<file path="config.mk">
export PLATFORM = sky130hd
export DESIGN_NAME = spi_reg_ctrl
export DESIGN_NICKNAME = d
export VERILOG_FILES = /design/src/rtl/spi_reg_ctrl.sv
export SDC_FILE = /design/constraint.sdc
export NUM_CORES = 1
export LEC_CHECK = 0
export CAP_MARGIN = 20
export CORE_MARGIN = 8
export CORE_UTILIZATION = 30
export CTS_CLUSTER_DIAMETER = 60
export DETAILED_ROUTE_END_ITERATION = 16
export MAX_ROUTING_LAYER = met4
export PLACE_DENSITY = 0.62
export RECOVER_POWER = 50
export SLEW_MARGIN = 10
export SYNTH_ARGS = -nofsm -noshare
export SYNTH_HDL_FRONTEND = slang
export SYNTH_SLANG_ARGS = --single-unit
</file>
<file path="constraint.sdc">
create_clock -name clk -period 2.4 [get_ports clk]
set_input_delay 0.24 -clock clk [delete_from_list [all_inputs] [get_ports clk]]
set_output_delay 0.24 -clock clk [all_outputs]
set_load 0.03 [all_outputs]
</file>
<file path="src/rtl/spi_reg_ctrl.sv">
// SPI frame controller: turns synchronised SPI edge strobes into register read/write requests.
// Define SPI_AUTOINC_EN for burst frames with an auto-incrementing address; default is one word per frame.
module spi_reg_ctrl (
  input  logic        clk,
  input  logic        nrst,
  input  logic        spi_start,
  input  logic        spi_sck_rising,
  input  logic        spi_sck_falling,
  input  logic        spi_busy,
  input  logic        mosi,
  output logic        miso,
  output logic [6:0]  reg_addr,
  output logic [15:0] reg_wdata,
  output logic        reg_we,
  output logic        reg_re,
  input  logic [15:0] reg_rdata,
  input  logic        reg_rack,
  output logic        frame_err
);

  typedef enum logic [1:0] {IDLE, CMD, RD_WAIT, DATA} state_t;

  localparam logic [4:0] CMD_LAST  = 5'd7;
  localparam logic [4:0] DATA_LAST = 5'd15;
  localparam logic [4:0] WORD_DONE = 5'd16;

  state_t      state_reg;
  logic [4:0]  bit_cnt_reg;
  logic [14:0] rx_shift_reg;
  logic [15:0] tx_shift_reg;
  logic        rd_flag_reg;
  logic        busy_d_reg;
  logic        miso_reg;
  logic [6:0]  reg_addr_reg;
  logic [15:0] reg_wdata_reg;
  logic        reg_we_reg;
  logic        reg_re_reg;
  logic        frame_err_reg;

  logic [15:0] rx_word;
  logic        busy_fall;
  logic        frame_partial;

  assign rx_word   = {rx_shift_reg, mosi};
  assign busy_fall = busy_d_reg & ~spi_busy;

  // Ending on a word boundary (or on the single-word done count) is clean
  always_comb begin
    frame_partial = 1'b0;
    case (state_reg)
      CMD:     frame_partial = (bit_cnt_reg != 5'd0);
      DATA:    frame_partial = (bit_cnt_reg != 5'd0) && (bit_cnt_reg != WORD_DONE);
      default: frame_partial = 1'b0;
    endcase
  end

  always_ff @(posedge clk or negedge nrst) begin
    if (!nrst) begin
      state_reg     <= IDLE;
      bit_cnt_reg   <= 5'd0;
      rx_shift_reg  <= 15'd0;
      tx_shift_reg  <= 16'd0;
      rd_flag_reg   <= 1'b0;
      busy_d_reg    <= 1'b0;
      miso_reg      <= 1'b0;
      reg_addr_reg  <= 7'd0;
      reg_wdata_reg <= 16'd0;
      reg_we_reg    <= 1'b0;
      reg_re_reg    <= 1'b0;
      frame_err_reg <= 1'b0;
    end else begin
      busy_d_reg    <= spi_busy;
      reg_we_reg    <= 1'b0;
      reg_re_reg    <= 1'b0;
      frame_err_reg <= 1'b0;
`ifdef SPI_AUTOINC_EN
      // Write bursts step the address only after the strobe has used it
      if (reg_we_reg) begin
        reg_addr_reg <= reg_addr_reg + 7'd1;
      end
`endif
      if (spi_start) begin
        state_reg    <= CMD;
        bit_cnt_reg  <= 5'd0;
        rx_shift_reg <= 15'd0;
        tx_shift_reg <= 16'd0;
        rd_flag_reg  <= 1'b0;
        miso_reg     <= 1'b0;
      end else if (busy_fall) begin
        state_reg <= IDLE;
        miso_reg  <= 1'b0;
        if (frame_partial) begin
          frame_err_reg <= 1'b1;
        end
      end else begin
        case (state_reg)
          IDLE: begin
            miso_reg <= 1'b0;
          end

          CMD: begin
            miso_reg <= 1'b0;
            if (spi_sck_rising) begin
              if (bit_cnt_reg == CMD_LAST) begin
                reg_addr_reg <= rx_word[6:0];
                rd_flag_reg  <= rx_word[7];
                bit_cnt_reg  <= 5'd0;
                rx_shift_reg <= 15'd0;
                if (rx_word[7]) begin
                  reg_re_reg <= 1'b1;
                  state_reg  <= RD_WAIT;
                end else begin
                  state_reg  <= DATA;
                end
              end else begin
                rx_shift_reg <= rx_word[14:0];
                bit_cnt_reg  <= bit_cnt_reg + 5'd1;
              end
            end
          end

          RD_WAIT: begin
            miso_reg <= 1'b0;
            if (reg_rack) begin
              state_reg <= DATA;
              // Data arriving on the same cycle as the falling strobe is still on time
              if (spi_sck_falling) begin
                miso_reg     <= reg_rdata[15];
                tx_shift_reg <= {reg_rdata[14:0], 1'b0};
              end else begin
                tx_shift_reg <= reg_rdata;
              end
            end else if (spi_sck_falling) begin
              frame_err_reg <= 1'b1;
              tx_shift_reg  <= 16'd0;
              state_reg     <= DATA;
            end
          end

          DATA: begin
            if (bit_cnt_reg != WORD_DONE) begin
              if (spi_sck_rising) begin
                rx_shift_reg <= rx_word[14:0];
                if (bit_cnt_reg == DATA_LAST) begin
                  if (!rd_flag_reg) begin
                    reg_we_reg    <= 1'b1;
                    reg_wdata_reg <= rx_word;
                  end
`ifdef SPI_AUTOINC_EN
                  bit_cnt_reg <= 5'd0;
                  if (rd_flag_reg) begin
                    reg_addr_reg <= reg_addr_reg + 7'd1;
                    reg_re_reg   <= 1'b1;
                    state_reg    <= RD_WAIT;
                  end
`else
                  bit_cnt_reg <= WORD_DONE;
`endif
                end else begin
                  bit_cnt_reg <= bit_cnt_reg + 5'd1;
                end
              end
              // Each falling strobe presents the next bit, MSB first
              if (spi_sck_falling && rd_flag_reg) begin
                miso_reg     <= tx_shift_reg[15];
                tx_shift_reg <= {tx_shift_reg[14:0], 1'b0};
              end
            end
          end

          default: state_reg <= IDLE;
        endcase
      end
    end
  end

  assign miso      = miso_reg;
  assign reg_addr  = reg_addr_reg;
  assign reg_wdata = reg_wdata_reg;
  assign reg_we    = reg_we_reg;
  assign reg_re    = reg_re_reg;
  assign frame_err = frame_err_reg;

endmodule
</file>
### Word-level counts from Yosys, hierarchy flattened

Cells that the tools add are included.

* output and inout port bits: 27
* flip-flop bits (word level): 67
* logic and storage cells: 116

* add/sub/neg operators: 1
* reductions and logical operators: 18
* multiplexer cells: 63
* bitwise operators: 5
* equal/unequal tests: 17

Operators with widths (count)
* $mux W16: 7
* $mux W15: 6
* $mux W5: 7
* $pmux W16 S2: 1
* $mux W1: 31
* $pmux W15 S2: 1
* $ne A4 B4 Y1 const B: 5
* $reduce_and A5 Y1: 3
* $mux W2: 6
* $ne A3 B3 Y1 const B: 4
* $ne A5 B5 Y1 const B: 2
* $pmux W5 S2: 1
* $reduce_and A4 Y1: 2
* $reduce_and A7 Y1: 1
* $reduce_bool A2 Y1: 3
* $reduce_bool A3 Y1: 2
* $add A5 B1 Y5 const B: 1
* $eq A5 B3 Y1 const B: 1
* $eq A5 B4 Y1 const B: 1
* $reduce_bool A5 Y1: 1
* $eq A2 B2 Y1 const B: 2
* $not A1 Y1: 4
* $pmux W2 S2: 1
* $reduce_bool A4 Y1: 1
* other kinds (9): 10

### Depth between registers and ports, before layout

* depth after elaboration: 7
* gate-level depth with buffers: 8
* gate-level depth less buffers: 7

### Worst setup path before layout

Ideal clock, no wire load.

* path type: flip-flop to flip-flop
* start: register bit_cnt_reg[0]
* end: register reg_wdata_reg[10], in the netlist reg_wdata[10]
* stages on the path, launching flop included: 8
* path buffers: 1
* period minus slack after synthesis: 2.088 ns
* slack: 0.312 ns
* required time: 2.275 ns
* library setup time: 0.125 ns
* arrival time: 1.963 ns
* cell sequence: dfrtp_1 -> ha_1 -> and3_1 -> ha_1 -> nand2_1 -> nor4_4 -> buf_6 -> mux2_2

* longest elaborated chain between the ends: 2

RTL lines
* start: declaration: RTL line 28 `logic [4:0] bit_cnt_reg;`
* start signal: assignment: RTL line 117 `bit_cnt_reg <= bit_cnt_reg + 5'd1;`
* start signal: assignment: RTL line 160 `bit_cnt_reg <= bit_cnt_reg + 5'd1;`
* $ne A5 B5 Y1 / $eq A5 B4 Y1 (equally long branches): RTL line 141, 144
* $reduce_and A7 Y1 (no source line) *
* end signal: assignment: RTL line 147 `reg_wdata_reg <= rx_word;`
* end: declaration: RTL line 35 `logic [15:0] reg_wdata_reg;`

Mark *: on every way between the ends. The rest lies on a longest branch, timed or not.
A chain may end at the register's enable or synchronous reset.

### Worst setup path in the final report

* start: register state_reg[1]
* end: register tx_shift_reg[2]

* longest elaborated chain between the ends: 4

RTL lines
* start: declaration: RTL line 27 `state_t state_reg;`
* start signal: assignment: RTL line 59 `state_reg <= IDLE;`
* start signal: assignment: RTL line 83 `state_reg <= CMD;`
* start signal: assignment: RTL line 90 `state_reg <= IDLE;`
* $eq A2 B2 Y1: RTL line 96 `case (state_reg)`
* $pmux W16 S2: RTL line 96
* $mux W16: RTL line 89 `end else if (busy_fall) begin`
* $mux W16: RTL line 82 `if (spi_start) begin`
* end signal: assignment: RTL line 129 `tx_shift_reg <= {reg_rdata[14:0], 1'b0};`
* end signal: assignment: RTL line 131 `tx_shift_reg <= reg_rdata;`
* end signal: assignment: RTL line 166 `tx_shift_reg <= {tx_shift_reg[14:0], 1'b0};`
* end: declaration: RTL line 30 `logic [15:0] tx_shift_reg;`

Parallel ways exist; a longest one is shown, timed or not. The select of a mux whose other input is x is not followed.

==> results.md <==
- After detailed routing, the total wire length is 7430 um.
- In the global route stage, overall resource usage came out at 0.110.
- The synthesized design contains 0 enable-type register cells.
- In the final routing, the length of wire on met1 measures 3680 um.
- During placement, the flow inserted port buffers numbering 50.
- After the first detailed-routing iteration, the DRC count stood at 139.
- The antenna violation net count after detailed routing is 0.
- The worst path meets setup with 0.272 ns of slack.
- The number of H-tree levels is 3.
- The number of antenna cells inserted is 0.
- The type of destination of the critical path is a flip-flop.
- The root buffer cell chosen for the clock tree is clkbuf_8.
- Of the total power, the share spent switching nets is 0.248.
- For this run, the top clock speed supported by timing is 0.470 GHz.
- The final routed wire length divided by cell count is 15.3 um.
- Summed over all cells, the static leakage comes to 1.86 nW.
- The portion of the post-synthesis area used by sequential elements is 0.515.
- The number of endpoints with negative hold slack in the final report is 0.
- The post-synthesis to final-layout area growth is 27.8%.
- On the final layout, the worst clock skew is 0.00711 ns.
- Cell internal power was estimated by the tool at 1.91 mW.
- The highest-delay cell along the critical path is nor2b_1.
- The clock net sink count is 67.
- The routed layout has 2349 vias.
- The final critical path time including I/O delays and setup is 2.13 ns.
- 51 I/O pins were placed.
- In this run the cell area measured after placement is 3930 um^2.
- The clock passes through at most 2 buffers.
- The post-synthesis cell count is 286.
- The iteration count of the initial detailed-routing pass is 4.
- At the pin with the least slew margin, the transition time is 1.62 ns.
- The insertion delay of the later-clocked pin in the worst-skew pair is 0.34 ns.
- The number of nets in the synthesized netlist is 316.
- The floorplan step defined a core boundary enclosing 10700 um^2.
- The routability congestion estimate is 0.793.
- The share of total power dissipated in sequential elements is 0.473.
- The via count of the first global-routing pass was 2429.
- Traced cell by cell, the critical path runs through ha_1 > nor2b_1 > nand2_1 > o21ai_0 > mux2_2.
- The worst-case IR drop observed on VDD is 0.318 mV.
- The detailed placer's ending HPWL is 4990 um.
- The dominant synthesized flop cell is dfrtp_1.
- Summed over all failing endpoints, the final setup total negative slack is 0 ns.
- The critical path contains buffers and inverters numbering 0 combined.
- The mapped cell area is 3260 um^2.
- After synthesis, the mean cell area works out to 11.4 um^2.
- The worst pin sits at a relative slew slack of -0.0828.
- In the routed layout, each cell is associated on average with a via count of 4.84.
- Buffers inserted to repair hold after CTS numbered 1.
- TritonCTS built the clock tree.
- The detailed router used layers up to and including met4.
- The clock power share is 0.416.
- The max-slew violation total from the final report is 28.
- Dividing total power by cell area gives a power density of 609 nW/um^2.
- Detailed routing placed a total of 470 um of wire on met3.
- The total CTS buffers is 9.
- Clock-pin slew was measured on the worst setup and hold paths at 0.07 ns.
- The post-route DRC violation count is 0.
- The final layout contains 370 nets.
- After global routing the overflow that remains totals 0.
- After detailed routing, the met2 layer carries 3230 um of wire.
- The flow ran to the end, but the final reports show violations.
- The number of core rows is 38.
- Prior to clock tree synthesis, the placed netlist has a worst setup slack of 0.286 ns.
- After synthesis, the netlist uses 43 different library cells.
- STA puts the critical path data required time at 2.68 ns.
- The first global-routing pass estimated 12500 um of wire.
- The final reports fail on capacitance limit, slew limit.
- Setup repair after global routing left no endpoint under its margin.
- The count of synthesis-stage warnings from yosys is 0.
- The initial antenna violation count is 0.
- In this run the horizontal extent of the chip is 120 um.
- In the final layout, the share of cells above drive strength 1 is 0.212.
- The delay contributed by the slowest stage of the critical path is 0.89 ns.
- After clock tree synthesis, the setup repair step added 0 buffers.
- Along the worst path, the maximum fanout reaches 15.
- The number of synthesized register bits is 67.
- The part of the total power dissipated in combinational logic is 0.111.
- Among cell families on the critical path, the largest total delay comes from simple AND/OR/NAND/NOR gates.
- Summed over all nets, the switching power comes to 628 uW.
- In the finished design, the share of the clock period the worst path needs comes to 0.887.
- The die outline area is 14400 um^2.
- After routing the design area is 4160 um^2.
- The critical path class is reg -> reg.
- The final setup violation count is 0.
- The number of gates resized after CTS was 0.
- The max-capacitance violation count is 1.
- STA puts the critical path data arrival time at 2.41 ns.
- The largest net degree at the start of global routing is 41.
- The worst hold path belongs to the class reg -> reg.
- The die boundary height is 120 um.
- The startpoint type of the worst setup path is a flip-flop.
- The initial utilization of the core area, before any placement, comes to 0.304.
- After synthesis, the share of flip-flops with an asynchronous set or reset is 1.00.
==> worst register-to-register path, stage by stage, from the launching register on <==
cell and delay, ns:
dfrtp_1 0.40, ha_1 0.36, nor2b_1 0.89, nand2_1 0.12, o21ai_0 0.11, mux2_2 0.18
==> layout by cell type, fill, tap and decap left out, drive strengths merged, types with 3 or more instances in the layout <==
cell type      netlist  final
o21ai               35     35
buf                  6      7
nand3                4      4
ha                   6      6
nand4                3      3
clkbuf               9     11
dlygate4sd3          0     11
mux2                39     39
o211ai              16     16
clkdlybuf4s50        0     39
mux2i               17     17
nor3                 3      3
nand2               18     18
dfrtp               67     67
nor2                 8      8
a21oi                5      5
inv                 24     24
==> Yosys cell counts (2+ instances only) <==
library cell	instances	area share
dfrtp_1	67	0.51
mux2_2	39	0.13
o21ai_0	35	0.054
inv_1	23	0.027
nand2_1	18	0.021
mux2i_1	17	0.052
o211ai_1	16	0.037
clkbuf_1	8	0.0092
nor2_1	8	0.0092
ha_1	6	0.023
a21oi_1	4	0.0061
nand3_1	4	0.0061
nand4_1	3	0.0058
nor3_1	3	0.0046
buf_2	2	0.0031
buf_6	2	0.0069
nand2b_1	2	0.0038
nand4b_1	2	0.0054
nor3b_1	2	0.0046
o2111ai_1	2	0.0054
==> cells by family after synthesis <==
family	synth area share
AOI/OAI and AO/OA	0.133
DFF	0.515
muxes	0.187
and+or+nand+nor	0.0895
buffers and inverters	0.0519
adders and majority gates	0.0231
==> final timing paths <==
kind | start | end | slack [ns] | cells after the start
worst min-delay path | reg_addr[6]$_DFFE_PN0P_ | reg_addr[6]$_DFFE_PN0P_ | 0.51 | 1
worst min register to register | reg_addr[6]$_DFFE_PN0P_ | reg_addr[6]$_DFFE_PN0P_ | 0.51 | 1
worst max-delay path | state_reg[1]$_DFFE_PN0P_ | tx_shift_reg[2]$_DFFE_PN0P_ | 0.27 | 5
worst max register to register | state_reg[1]$_DFFE_PN0P_ | tx_shift_reg[2]$_DFFE_PN0P_ | 0.27 | 5
min in group asynchronous | nrst | tx_shift_reg[5]$_DFFE_PN0P_ | 0.84 | 2
max in group asynchronous | nrst | reg_wdata[14]$_DFFE_PN0P_ | 0.60 | 2
==> stage by stage <==
| stage | utilization | std cells | power (mW) | hold WS [ns] |
|---|---|---|---|---|
| after floorplan | - | 286 | 1.38 | -0.0556 |
| after detailed placement | 0.367 | 468 | 1.50 | 0.312 |
| after global routing | 0.389 | 485 | 2.66 | 0.519 |
| after CTS | 0.389 | 485 | 2.57 | 0.415 |
| final | 0.389 | 485 | 2.53 | 0.506 |
| after global placement | 0.367 | 468 | 1.50 | 0.304 |
==> power groups by stage <==
stage	clock [mW]	sequential [mW]	combinational, mW
global placement	0	1.22	0.278
CTS	1.09	1.20	0.287
global route	1.14	1.20	0.315
detailed placement	0	1.22	0.283
floorplan	0	1.22	0.164
finish	1.05	1.20	0.282
==> per-layer routing <==
layer  track usage  vias up
met2         0.151       65
met3        0.0438        4
met5             -        -
met4        0.0250        0
li1              -     1126
met1         0.149     1154
==> layout make-up <==
cell class                      count  area (um^2)
Clock buffer                       10          138
Clock inverter                      6         88.8
Fill cell                        1036         6540
Inverter                           24         90.1
Multi-Input combinational cell    180         1410
Sequential cell                    67         1680
Tap cell                          140          175
Timing Repair Buffer               58          582
(Power assumes the default switching activity.)
